**src/rtl/complete_alu.sv**
```systemverilog
// Board-level ALU front end: switch-loaded A/B/opcode holding registers feeding a combinational ALU.
// Optional zero/carry flag outputs are built when COMPLETE_ALU_FLAGS_EN is defined.
module complete_alu #(
    parameter int BITS_DATA = 8,
    parameter int BITS_OP   = 6,
    parameter int BUTTONS   = 3
) (
    input  logic                 clk,
    input  logic                 i_reset,
    input  logic [BITS_DATA-1:0] i_switches,
    input  logic [BUTTONS-1:0]   i_buttons,
    output logic [BITS_DATA-1:0] o_result
`ifdef COMPLETE_ALU_FLAGS_EN
    ,
    output logic                 o_zero,
    output logic                 o_carry
`endif
);

    typedef enum logic [5:0] {
        OP_SRL = 6'b000010,
        OP_SRA = 6'b000011,
        OP_ADD = 6'b100000,
        OP_SUB = 6'b100010,
        OP_AND = 6'b100100,
        OP_OR  = 6'b100101,
        OP_XOR = 6'b100110,
        OP_NOR = 6'b100111
    } opcode_e;

    logic [BITS_DATA-1:0] a_q, a_d;
    logic [BITS_DATA-1:0] b_q, b_d;
    logic [BITS_OP-1:0]   op_q, op_d;
    logic [5:0]           op6;
    logic [BITS_DATA-1:0] result;

    always_ff @(posedge clk or posedge i_reset) begin
        if (i_reset) begin
            a_q  <= '0;
            b_q  <= '0;
            op_q <= '0;
        end else begin
            a_q  <= a_d;
            b_q  <= b_d;
            op_q <= op_d;
        end
    end

    // Buttons are level strobes: a held button reloads on every edge.
    always_comb begin
        a_d  = a_q;
        b_d  = b_q;
        op_d = op_q;
        if (i_buttons[0]) a_d  = i_switches;
        if (i_buttons[1]) b_d  = i_switches;
        if (i_buttons[2]) op_d = i_switches[BITS_OP-1:0];
    end

    assign op6 = 6'(op_q);

    always_comb begin
        result = '0;
        case (op6)
            OP_ADD:  result = a_q + b_q;
            OP_SUB:  result = a_q - b_q;
            OP_AND:  result = a_q & b_q;
            OP_OR:   result = a_q | b_q;
            OP_XOR:  result = a_q ^ b_q;
            OP_NOR:  result = ~(a_q | b_q);
            // Full unsigned b as shift amount; oversized shifts give sign fill / zero.
            OP_SRA:  result = $signed(a_q) >>> b_q;
            OP_SRL:  result = a_q >> b_q;
            default: result = '0;
        endcase
    end

    assign o_result = result;

`ifdef COMPLETE_ALU_FLAGS_EN
    // a + b carries out exactly when a exceeds the ones' complement of b.
    assign o_zero  = (result == '0);
    assign o_carry = (op6 == OP_ADD) ? (a_q > ~b_q) :
                     (op6 == OP_SUB) ? (a_q < b_q)  : 1'b0;
`endif

endmodule

```
**config.mk**
```make
export PLATFORM = sky130hd
export DESIGN_NAME = complete_alu
export DESIGN_NICKNAME = d
export VERILOG_FILES = /design/src/rtl/complete_alu.sv
export SDC_FILE = /design/constraint.sdc
export NUM_CORES = 1
export LEC_CHECK = 0
export BUFFER_PORTS_ARGS = -buffer_cell sky130_fd_sc_hd__buf_4
export CORE_MARGIN = 2
export CORE_UTILIZATION = 51
export DETAILED_ROUTE_END_ITERATION = 7
export PLACE_DENSITY = 0.76
export SLEW_MARGIN = 20
export SYNTH_ARGS = -nofsm -noshare
export SYNTH_HDL_FRONTEND = slang
export SYNTH_SLANG_ARGS = --single-unit
```
**constraint.sdc**
```tcl
create_clock -name clk -period 2.55 [get_ports clk]
set_clock_uncertainty 0.05 [all_clocks]
set_input_delay 0 -clock clk [delete_from_list [all_inputs] [get_ports clk]]
set_output_delay 0 -clock clk [all_outputs]
set_load 0.05 [all_outputs]
```
### Word-level counts from Yosys, hierarchy flattened

Cells that the tools add are included.

* flip-flop bits (word level): 22
* output and inout port bits: 8
* logic and storage cells: 20

* shift operators: 2
* bitwise operators: 4
* multiplexer cells: 1
* equal/unequal tests: 8
* add/sub/neg operators: 2

Operators with widths (count)
* case mux 8 bit (8 select lines): 1
* equality test 6 bit (second input constant): 6
* equality test 6 x 2 -> 1 bit (second input constant): 2
* adder 8 bit: 1
* bitwise AND 8 bit: 1
* NOT 8 bit: 1
* OR 8 bit: 1
* right shift 8 x 8 -> 8 bit: 1
* >>> shifter 8 x 8 -> 8 bit: 1
* subtractor 8 bit: 1
* XOR 8 bit: 1

### Logic depth before layout (Yosys ltp)

* word-level depth: 3
* mapped depth: 12
* depth with buffers taken out: 11

### Worst setup path before layout

No wires, ideal clock.

* kind: reg-to-output
* from: register op_q[2], in the netlist op6[2]
* to: output o_result[5]
* slack: -1131 ps
* cell stages (with the launch flop): 12
* buffers on the path: 0
* arrival time: 3631 ps
* path through: dfrtp_1 or3_1 nor3b_1 nand2_1 nor2_1 a21oi_1 ha_1 nor2b_1 o31a_1 o21a_1 o21a_1 o31ai_1

* cells in the longest elaborated chain, start to end: 2

Ends and longest elaborated chain
* start: declaration: line 33 `logic [BITS_OP-1:0] op_q, op_d;`
* start signal: assignment: line 45 `op_q <= op_d;`
* equality test 6 x 2 -> 1 bit or equality test 6 bit (tied branches): line 63 `case (op6)`
* case mux 8 bit (8 select lines) (*): line 63
* end: declaration: line 12 `output logic [BITS_DATA-1:0] o_result`

Mark *: on every way between the ends. The rest lies on a longest branch, timed or not.

### Worst setup path in the final report

Same ends and word-level chain as after synthesis.

==> summary.md <==
| Metric | Value |
|---|---|
| Status | `complete, but fails checks` |
| Failing checks | `negative hold slack, negative setup slack` |
| Final setup viols | `7` |
| Buf+Inv Stages, Crit Path | `1` |
| Crit path capture type | `output pin` |
| Compound-Gate Fraction of Synth Area | `0.226` |
| Relative slew slack | `0.464` |
| Crit path cell chain | `or3_4, nor3b_4, nand2_2, nor2_4, a21oi_1, ha_1, nor2b_4, o31a_1, o21a_1, o21a_1, o31ai_4, buf_6` |
| Hold depth | `2` |
| Synth cell count leaders | `o21ai_0, nand2_1, nor2_1` |
| Leak | `0.00144 µW` |
| Die area | `5220 µm²` |
| Gr usage total | `0.295` |
| Worst Hold End | `a_q[7]$_DFFE_PP0P_` |
| Share of the synthesized area in the top cell type | `0.232` |
| Largest area contributor in the netlist | `dfrtp_1` |
| Root Buffer Master | `clkbuf_8` |
| Critical path origin | `op6[2]$_DFFE_PP0P_` |
| Period utilisation layout | `1.22` |
| Fraction of the mapped netlist area in adder cells | `0.135` |
| Crit path arrival time | `3.05 ns` |
| Total grt overflow | `0` |
| CTS buffer count | `3` |
| Detail Route Antenna Nets | `0` |
| Combinational power share | `0.542` |
| Ports | `21` |
| Critical Path Slowest Stage Cell | `or3_4` |
| Drt pass-1 iters | `6` |
| Clock Latency Late Sink | `0.26 ns` |
| Final Hold Violating Endpoints | `1` |
| Sequential share of power | `0.286` |
| Initial antenna violation count | `0` |
| Starting density of the core | `0.538` |
| Worst EP required | `2.50 ns` |
| Crit Path Max Fanout | `4` |
| Final Cell Area | `3220 µm²` |
| Library cells used by synthesis | `50` |
| DP Cell Count | `396` |
| Area contributors post-synth | `dfrtp_1, ha_1, o21ai_0, xnor2_1, mux2i_1` |
| Cells after Synth | `299` |
| Critical path type | `reg -> out` |
| Placer Congestion | `1.03` |
| Dpl cell area | `2910 µm²` |
| Reg2Reg Depth | `3` |
| Worst hold margin | `-0.00524 ns` |
| Worst flop-to-flop path startpoint | `op6[0]$_DFFE_PP0P_` |
| Width of the die | `72.3 µm` |
| Worst hold path startpoint | `i_buttons[0]` |
| Synth Cell Area | `2380 µm²` |
| Vias per cell | `6.33` |
| Max Freq | `0.322 GHz` |
| Row cnt | `24` |
| H-tree Lvls | `1` |
| Vias in the first global route | `2506` |
| Via count | `2627` |
| CP startpoint kind | `flip-flop` |
| Top-count cell post-synth | `o21ai_0` |
| Fillers | `341` |
| Yosys reg bits | `22` |
| Synth Flop Type | `dfrtp_1` |
| Avg Cell Area, Syn | `7.95 µm²` |
| Synth async-reset ratio | `1.00` |
| Core Box Area | `4410 µm²` |
| Max Cap Viol | `0` |
| HP Class | `in -> reg` |
| CP max stage delay | `0.41 ns` |
| Diodes inserted | `0` |
| Largest net degree at the start of global routing | `23` |
| NetSw | `598 µW` |
| Register area share after synthesis | `0.232` |
| Mapped Nets | `337` |
| Fin crit period | `3.10 ns` |
| Drt wl/cell | `17.8 µm` |
| Worst-Margin Slew | `0.803 ns` |
| CTS tree | `done` |
| Fin Setup TNS | `-3.28 ns` |
| Layout Nets | `402` |
| Synth Area in XOR/XNOR | `0.0516` |
| Detailed-route DRC error count | `0` |
| Final setup margin | `-0.555 ns` |
| Reg clk slew, reported paths | `0.08 ns` |
| CTS Buffer Depth | `2` |
| Main combinational cell family by area after synthesis | `compound AO/OA/AOI/OAI gates` |
| Synth Warn # | `0` |
| Layout Area Growth over Synthesis | `35.5%` |
| Mux contribution to synthesized area | `0.0932` |
| Slew Limit Fails | `0` |
| Part of the power in the clock network | `0.172` |
| First-pass GRT wire length | `12.1 mm` |
| P_int | `891 µW` |
| R2R Setup Slk | `1.15 ns` |
| Switch share | `0.402` |
| Post-synth EDFFs | `0` |
| Crit path top cell by count | `o21a_1` |
| Final Instance Count excl. Fillers | `415` |
| Area share of and/or/nand/nor cells after synthesis | `0.203` |
| Dpl hpwl | `5.49 mm` |
| Max VDD drop | `0.419 mV` |
| # port buffers | `20` |
| PD cells | `462 nW/µm²` |
| Top delay family on crit path | `simple AND/OR/NAND/NOR gates` |
| Reg2reg end | `op6[0]$_DFFE_PP0P_` |
| Drt total wl | `7.39 mm` |
| Die height | `72.3 µm` |
| Layout cells sized above 1 | `0.289` |
| RSZ-0062 raised after global routing | `yes` |
| Iteration-0 DRC Markers | `292` |
| Sink Count | `22` |
==> power groups by stage <==
stage | Combinational [µW] | Sequential, µW | Clock [µW]
after floorplan | 465 | 420 | 0
after global placement | 688 | 429 | 0
after detailed placement | 702 | 430 | 0
after CTS | 771 | 423 | 254
after global routing | 874 | 429 | 271
final | 807 | 426 | 256
==> registers in the layout (all words and copies together), names as in the netlist <==
register,cells
b_q,8
op6,6
a_q,8
==> placed cells by master, fill, tap and decap left out, types with 3 or more instances in the layout <==
| cell type | instances |
|---|---|
| dfrtp_1 | 22 |
| a211oi_1 | 8 |
| dlygate4sd3_1 | 10 |
| buf_4 | 59 |
| nand4_1 | 3 |
| a31oi_1 | 5 |
| nor2b_1 | 3 |
| nor2_1 | 26 |
| buf_8 | 3 |
| inv_1 | 15 |
| o21a_1 | 5 |
| o21ai_1 | 3 |
| ha_1 | 24 |
| nand3_1 | 8 |
| nor3_1 | 4 |
| nand2_1 | 26 |
| clkbuf_8 | 4 |
| nand2b_1 | 3 |
| mux2i_1 | 12 |
| o21ai_0 | 27 |
| a21oi_1 | 15 |
| xnor2_1 | 14 |
| mux2_2 | 9 |
| buf_6 | 4 |
==> metal layers <==
metal  GRT usage  routed length [µm]  up-vias
li1            -                   -     1205
met1       0.391                3050     1228
met2       0.496                3450      150
met3      0.0431                 595       44
met4      0.0922                 291        0
met5           0                   0        -
==> logic make-up after synthesis <==
| logic type | after synthesis |
|---|---|
| fa+ha+maj | 25 |
| xor+xnor | 14 |
| flops | 22 |
| compound gates | 86 |
| simple gates | 97 |
| mux | 21 |
| buf+inv | 34 |
==> worst register-to-register path, stage by stage, from the launching register on <==
cell and delay [ns]:
dfrtp_1 0.45, buf_4 0.19, inv_1 0.37, o21ai_0 0.20
==> layout make-up <==
cell class,count,area (µm²),share of cell area
Tap cell,52,65.1,0.0202
Timing Repair Buffer,76,633,0.197
Sequential cell,22,551,0.171
Clock buffer,4,55.1,0.0171
Multi-Input combinational cell,243,1850,0.574
Inverter,18,67.6,0.0210
==> through the flow <==
stage	total power, µW	worst slack [ns]	hold slack, ns	util
after floorplan	885	-0.394	-0.0608	-
after global placement	1120	-0.262	0.147	0.659
after detailed placement	1130	-0.327	0.162	0.659
after CTS	1450	-0.544	0.00546	0.721
after global routing	1570	-0.667	0.0258	0.729
final	1490	-0.555	-0.00524	0.729
==> worst max path at each step <==
stage | to | depth (start not counted)
after CTS | o_result[5] | 12
after global placement | o_result[5] | 12
after floorplan | o_result[5] | 11
final | o_result[5] | 12
after global routing | o_result[5] | 12
after detailed placement | o_result[5] | 12
==> timing repair <==
action | CTS | global route
cloned | 0 | 0
endpoints found under the hold margin | 44 | 0
setup buffers | 4 | 2
hold buffers | 10 | 0
resized for setup | 21 | 7
setup endpoints to repair | 7 | 7
pin swaps | 14 | 9
No activity file was read; power rests on OpenSTA's default activity.
